<file path="src/rtl/serial_subtractor_if.sv">
// Operand/result bundle for the bit-serial subtractor.
// master drives the request side, slave (the subtractor) returns the result.
interface serial_subtractor_if #(
    parameter int WIDTH = 4
);
    logic             start;
    logic [WIDTH-1:0] a;
    logic [WIDTH-1:0] b;
    logic             busy;
    logic             done;
    logic [WIDTH-1:0] d;
    logic             bout;
    logic             zero;

    modport master (
        output start, a, b,
        input  busy, done, d, bout, zero
    );

    modport slave (
        input  start, a, b,
        output busy, done, d, bout, zero
    );
endinterface

</file>
<file path="src/rtl/serial_subtractor.sv">
// Bit-serial unsigned subtractor d = a - b: one full-subtractor cell, LSB first,
// one bit per clock, behind a start/busy/done handshake.
//
// state | meaning
// IDLE  | waiting for start; outputs hold the last result
// SHIFT | one difference bit per cycle, WIDTH cycles
// FIN   | result presented, done pulses, then back to IDLE
module serial_subtractor #(
    parameter int WIDTH = 4
) (
    input  logic         clk,
    input  logic         rst,
    serial_subtractor_if.slave bus
);
    localparam int CW = $clog2(WIDTH) + 1;

    localparam logic [1:0] IDLE  = 2'd0;
    localparam logic [1:0] SHIFT = 2'd1;
    localparam logic [1:0] FIN   = 2'd2;

    logic [1:0]       state;
    logic [WIDTH-1:0] a_sh;
    logic [WIDTH-1:0] b_sh;
    logic [WIDTH-1:0] res;
    logic             borrow;
    logic [CW-1:0]    cnt;
    logic [WIDTH-1:0] d_q;
    logic             bout_q;
    logic             zero_q;

    logic             d_bit;
    logic             br_next;
    logic [WIDTH-1:0] res_next;

    always_comb begin
        d_bit    = a_sh[0] ^ b_sh[0] ^ borrow;
        br_next  = (~a_sh[0] & b_sh[0]) | (~(a_sh[0] ^ b_sh[0]) & borrow);
        res_next = {d_bit, res[WIDTH-1:1]};
    end

    always_ff @(posedge clk or posedge rst) begin
        if (rst) begin
            state  <= IDLE;
            a_sh   <= '0;
            b_sh   <= '0;
            res    <= '0;
            borrow <= 1'b0;
            cnt    <= '0;
            d_q    <= '0;
            bout_q <= 1'b0;
            zero_q <= 1'b0;
        end else begin
            case (state)
                IDLE: begin
                    if (bus.start) begin
                        a_sh   <= bus.a;
                        b_sh   <= bus.b;
                        res    <= '0;
                        borrow <= 1'b0;
                        cnt    <= '0;
                        state  <= SHIFT;
                    end
                end
                SHIFT: begin
                    a_sh   <= a_sh >> 1;
                    b_sh   <= b_sh >> 1;
                    res    <= res_next;
                    borrow <= br_next;
                    cnt    <= cnt + 1'b1;
                    // Result registers load on entry to FIN so they are already valid while done is high.
                    if (cnt == CW'(WIDTH - 1)) begin
                        d_q    <= res_next;
                        bout_q <= br_next;
                        zero_q <= (res_next == '0);
                        state  <= FIN;
                    end
                end
                FIN:     state <= IDLE;
                default: state <= IDLE;
            endcase
        end
    end

    assign bus.busy = (state != IDLE);
    assign bus.done = (state == FIN);
    assign bus.d    = d_q;
    assign bus.bout = bout_q;
    assign bus.zero = zero_q;
endmodule

</file>
<file path="src/flat_wrapper.sv">
// flat-port wrapper written by rule: the top's interface ports become plain ports
module serial_subtractor_flat 
#(
    parameter int WIDTH = 4
)
  (clk, rst, bus_start, bus_a, bus_b, bus_busy, bus_done, bus_d, bus_bout, bus_zero);
  serial_subtractor_if #(.WIDTH(WIDTH)) bus_i ();
  input  logic clk;
  input  logic rst;
  input wire logic [$bits(bus_i.start)-1:0] bus_start;
  input wire logic [$bits(bus_i.a)-1:0] bus_a;
  input wire logic [$bits(bus_i.b)-1:0] bus_b;
  output wire logic [$bits(bus_i.busy)-1:0] bus_busy;
  output wire logic [$bits(bus_i.done)-1:0] bus_done;
  output wire logic [$bits(bus_i.d)-1:0] bus_d;
  output wire logic [$bits(bus_i.bout)-1:0] bus_bout;
  output wire logic [$bits(bus_i.zero)-1:0] bus_zero;
  assign bus_i.start = bus_start;
  assign bus_i.a = bus_a;
  assign bus_i.b = bus_b;
  assign bus_busy = bus_i.busy;
  assign bus_done = bus_i.done;
  assign bus_d = bus_i.d;
  assign bus_bout = bus_i.bout;
  assign bus_zero = bus_i.zero;
  serial_subtractor #(.WIDTH(WIDTH)) u_core (.clk(clk), .rst(rst), .bus(bus_i));
endmodule
</file>
<file path="config.mk">
export PLATFORM = sky130hd
export DESIGN_NAME = serial_subtractor_flat
export DESIGN_NICKNAME = d
export VERILOG_FILES = /design/src/rtl/serial_subtractor_if.sv /design/src/rtl/serial_subtractor.sv /design/src/flat_wrapper.sv
export SDC_FILE = /design/constraint.sdc
export NUM_CORES = 1
export LEC_CHECK = 0
export CAP_MARGIN = 20
export CELL_PAD_IN_SITES_DETAIL_PLACEMENT = 0
export CELL_PAD_IN_SITES_GLOBAL_PLACEMENT = 2
export CORE_MARGIN = 1.5
export CORE_UTILIZATION = 33
export DETAILED_ROUTE_END_ITERATION = 12
export GPL_TIMING_DRIVEN = 1
export PLACE_DENSITY = 0.82
export SKIP_LAST_GASP = 1
export SLEW_MARGIN = 15
export SYNTH_ARGS = -nofsm -noshare
export SYNTH_HDL_FRONTEND = slang
export SYNTH_SLANG_ARGS = --single-unit
</file>
<file path="constraint.sdc">
create_clock -name clk -period 1.55 [get_ports clk]
set_input_delay 0.31 -clock clk [delete_from_list [all_inputs] [get_ports clk]]
set_output_delay 0.31 -clock clk [all_outputs]
set_load 0.02 [all_outputs]
</file>
[Word level (Yosys, flattened, before mapping)]
Index checks and enable logic that the tools add are counted.
Storage, ports and cells
  flip-flop bits (word level): 24
  input port bits: 11
  output and inout bits: 8
  logic and storage cells: 42
Operators by class
  add/sub/neg operators: 1
  eq/ne operators: 5
  muxes and demuxes: 13
  bitwise gates (word level): 7
  reduce and logical (&&, ||, !) cells: 7
Operators with widths (number)
  $pmux 4 s2: 3
  $mux 4: 3
  $pmux 3 s2: 1
  $reduce_and 2->1: 3
  $logic_not 4->1: 1
  $mux 2: 2
  $pmux 2 s2: 1
  $reduce_bool 2->1: 2
  $add 3x1->3 const B: 1
  $eq 3x2->1 const B: 1
  $mux 3: 1
  $and 1x1->1: 2
  $eq 2x1->1 const B: 1
  $eq 2x2->1 const B: 1
  $logic_not 2->1: 1
  $ne 2x1->1 const B: 1
  $ne 2x2->1 const B: 1
  $not 1->1: 2
  $pmux 1 s2: 1
  $xor 1x1->1: 2
  $mux 1: 1
  $or 1x1->1: 1

[Logic depth before layout (Yosys ltp)]
Gate-level depths: netlist of run 1.
  depth after elaboration: 5
  mapped depth: 4
  gate-level depth less buffers: 4

[Least setup slack after synthesis of run 1]
Ideal clock, no wire load.
  path kind: reg2reg
  start: register u_core.cnt[0]
  end: register u_core.d_q[0] (netlist: u_core.bus.d[0])
  data arrival time: 1240 ps
  data required time: 1425 ps
  setup slack: 186 ps
  cell stages (with the launch flop): 5
  cells stage by stage: dfrtp_1 > ha_1 > ha_1 > nand3b_2 > mux2_2
Between the ends
  word-level cells in the longest chain between the ends: 2
Ends and longest elaborated chain
  from (decl): RTL line serial_subtractor.sv:26  | logic [CW-1:0] cnt;
  from (signal assigned): RTL line serial_subtractor.sv:69  | cnt <= cnt + 1'b1;
  $eq 3x2->1: RTL line serial_subtractor.sv:71  | if (cnt == CW'(WIDTH - 1)) begin
  $reduce_and 2->1 (no line)
  to (signal assigned): RTL line serial_subtractor.sv:72  | d_q <= res_next;
  to (decl): RTL line serial_subtractor.sv:27  | logic [WIDTH-1:0] d_q;
Every way passes these cells.
A chain may end at the register's enable or synchronous reset.

[Worst setup path after layout of run 1]
  start: register u_core.state[1]
  end: output port bus_busy
Between the ends
  word-level cells in the longest chain between the ends: 1
Ends and longest elaborated chain
  from (decl): RTL line serial_subtractor.sv:21  | logic [1:0] state;
  from (signal assigned): RTL line serial_subtractor.sv:43  | state <= IDLE;
  from (signal assigned): RTL line serial_subtractor.sv:61  | state <= SHIFT;
  from (signal assigned): RTL line serial_subtractor.sv:75  | state <= FIN;
  $reduce_bool 2->1: RTL line serial_subtractor.sv:84  | assign bus.busy = (state != IDLE);
  to (decl): RTL line flat_wrapper.sv:13  | output wire logic [$bits(bus_i.busy)-1:0] bus_busy;
Every way passes these cells.

==> flow_summary.yaml, run 1 <==
sta:
  rsz0062_at_grt: "true"
  final.min_clock_period_ns: 1.53
  fmax_ghz: 0.653
  period_share: 0.988
  drv_slew: 0
  tightest_slew_ns: 0.388
  fin_worst_skew_ns: 0.00329
  hold_violations: 0
  maxSlewHeadroom: 0.741
  finalSetupViolCount: 0
  timing.final.ws_setup_ns: 0.0180
finish:
  multi_input_area_um2: 399
  num-nets-final: 123
  drive_gt1_frac: 0.204
  antenna_cells_inserted: 0
  syn_to_final_growth_pct: 27.9
  layoutNonFillerInstCount: 141
  finalInstanceArea_um2: 1310
  nFillCells: 307
  regArea_um2: 576
placed_design:
  dpl.cell_count: 136
  gp_congestion: 0.697
  dpl.hpwl_um: 1400
  dpl_cell_area_um2: 1270
  portBuffers: 18
  place_ws_ns: -0.0741
cts:
  h-tree-depth: 1
  cts_tree: "yes"
  insertion_delay_ns: 0.31
  root_buffer: "clkbuf_4"
  ctsHoldBuffers: 0
  clockBufferDepth: 2
  clk_pin_slew_ns: 0.13
  cts_buffers: 3
  cts.sinks: 23
die:
  die_area_um2: 3440
  die_w_um: 58.7
  start_util: 0.340
  die_h_um: 58.7
  num_io_pins: 19
  num_rows: 20
  core_area_um2: 3000
setup_path:
  cp.required_ns: 1.24
  criticalPathCategory: "reg2out"
  worst_ep_arrival_time_ns: 1.22
  endpoint_kind: "output port"
  cp_max_fo: 3
  crit_path_start_kind: "register"
  timing.reg2reg.setup_slack_ns: 0.08
power:
  p_clk_frac: 0.112
  p_per_area_nw_per_um2: 1950
  intPower_mw: 1.57
  power.switching_mw: 0.980
  combPwrFrac: 0.483
  ir_drop_uv: 895
  netSwitchingFraction: 0.385
  p_leak_nw: 0.622
  seqPwrFrac: 0.405
yosys:
  synth_nets: 97
  synth_edf_count: 0
  synth_seq_cells: 23
  synth.yosys.seq_area_share: 0.563
  synthFlopType: "dfrtp_1"
  syn_area_per_cell_um2: 12.3
  synthTopCellsByCount: "dfrtp_1 (23), inv_1 (12), mux2_2 (6)"
  synth_top_area_share: 0.563
  ys_types: 23
  yosys.area.top_type: "dfrtp_1"
  async_flop_share: 1.00
  ys_warn_count: 0
  netlist_area_um2: 1020
  synth_area_leaders: "dfrtp_1 (56%), mux2_2 (6.6%), inv_1 (4.4%)"
  synthCells: 83
  synth.most_common_cell: "dfrtp_1"
global_routing:
  grt_pass1_vias: 732
  grt_usage: 0.134
  grt-ovfl-total: 0
  antenna_found_initial: 0
  grt_pass1_wl_um: 3430
  grt_max_degree: 24
detailed_routing:
  drtIter0Drc: 10
  drtAntennaViolNets: 0
  wirelength_um: 2050
  drc: 0
  viasPerCell: 5.16
  vias: 727
  first_pass_iters: 4
  routedWlPerCell_um: 14.5
outcome:
  status: "finished, final reports clean"
hold_path:
  hold_path.class: "in2async"
job:
  max_cap_violations: 0
## final timing paths
kind | startpoint | to | cells after the start
min in group clk | u_core.b_sh[3] | u_core.b_sh[3] | 1
min reg2reg | u_core.b_sh[3] | u_core.b_sh[3] | 1
max in group asynchronous | rst | u_core.state[1] | 3
min | rst | u_core.bus.d[0] | 3
max reg2reg | u_core.cnt[0] | u_core.bus.d[0] | 4
max | u_core.state[1] | bus_busy | 3
## state kept, by name, indices dropped and copies added (netlist names)
name             cells
u_core.cnt           3
u_core.a_sh          4
u_core.borrow        1
u_core.b_sh          4
u_core.state         2
u_core.bus.bout      1
u_core.bus.d         4
u_core.bus.zero      1
u_core.res           3
## per-stage QoR
step                      utilization  total power [mW]  hold slack, ns  setup TNS [ns]
after global placement          0.423              2.24           0.473         -0.0699
after floorplan                     -              1.84           0.312               0
after CTS                       0.429              2.52           0.324         -0.0320
after global routing            0.435              2.76           0.345         -0.0742
final                           0.435              2.55           0.318               0
after detailed placement        0.423              2.29           0.483          -0.504
## cells by family after synthesis
logic type,count (synthesis),synth area share
DFF,23,0.563
and+or+nand+nor,18,0.114
AOI/OAI and AO/OA,16,0.141
buffers and inverters,16,0.0624
muxes,7,0.0759
adders and majority gates,3,0.0441
## area by class of cell
class                   count  area share
clock inverters             1     0.00383
well taps                  33      0.0316
clock buffers               3      0.0172
repair buffers             25       0.167
multi-input cells          44       0.305
flip-flops and latches     23       0.440
inverters                  12      0.0344
## worst max-delay path: stages, from the launching register on
cell and delay, ns:
dfrtp_1 0.42, nor2_2 0.13, inv_1 0.04, dlygate4sd2_1 0.31
## metal layers
| layer | wire [µm] | vias to the layer above | GRT usage |
|---|---|---|---|
| met3 | 90 | 2 | 0.0286 |
| met4 | 10 | 0 | 0.0487 |
| li1 | - | 345 | - |
| met5 | 0 | - | 0 |
| met1 | 968 | 360 | 0.179 |
| met2 | 978 | 20 | 0.213 |
## cells in the final DEF, fill, tap and decap left out
| cell type | instances |
|---|---|
| dfrtp_1 | 23 |
| inv_1 | 12 |
| clkdlybuf4s50_1 | 10 |
| dlygate4sd2_1 | 7 |
| buf_4 | 7 |
| mux2_2 | 6 |
| a22o_1 | 4 |
| nor2_1 | 4 |
| nor4b_1 | 4 |
| a221oi_1 | 4 |
| nor2b_1 | 3 |
| nand2b_1 | 3 |
| clkbuf_4 | 3 |
| a32o_1 | 2 |
| a222oi_1 | 2 |
| o2bb2ai_1 | 2 |
| ha_1 | 2 |
| nand3b_2 | 1 |
| mux2i_1 | 1 |
| and2b_1 | 1 |
| o21bai_4 | 1 |
| nor2_2 | 1 |
| a21oi_1 | 1 |
| nor4_2 | 1 |
| fa_1 | 1 |
| clkinv_2 | 1 |
| clkbuf_2 | 1 |
## power by group through the flow
stage | clock (mW) | combinational [mW] | sequential [mW]
finish | 0.286 | 1.23 | 1.03
global route | 0.320 | 1.37 | 1.06
CTS | 0.297 | 1.19 | 1.03
detailed placement | 0 | 1.25 | 1.04
global placement | 0 | 1.21 | 1.03
floorplan | 0 | 0.732 | 1.11
## timing repair
action | CTS | global route
setup buffers | 0 | 1
endpoints found under the hold margin | 0 | 0
resized for setup | 8 | 5
endpoints found under the setup margin | 8 | 11
pin swaps | 0 | 1
No activity file was read; power rests on OpenSTA's default activity.
==> inputs of run 2 (changes only) <==
--- a/config.mk
+++ b/config.mk
@@ -10,6 +10,7 @@
 export CELL_PAD_IN_SITES_GLOBAL_PLACEMENT = 2
 export CORE_MARGIN = 1.5
 export CORE_UTILIZATION = 33
+export CTS_CLUSTER_SIZE = 30
 export DETAILED_ROUTE_END_ITERATION = 12
 export GPL_TIMING_DRIVEN = 1
 export PLACE_DENSITY = 0.82
==> results of run 2 <==
Same layout as run 1: the final DEF is identical, and so are final timing and power.
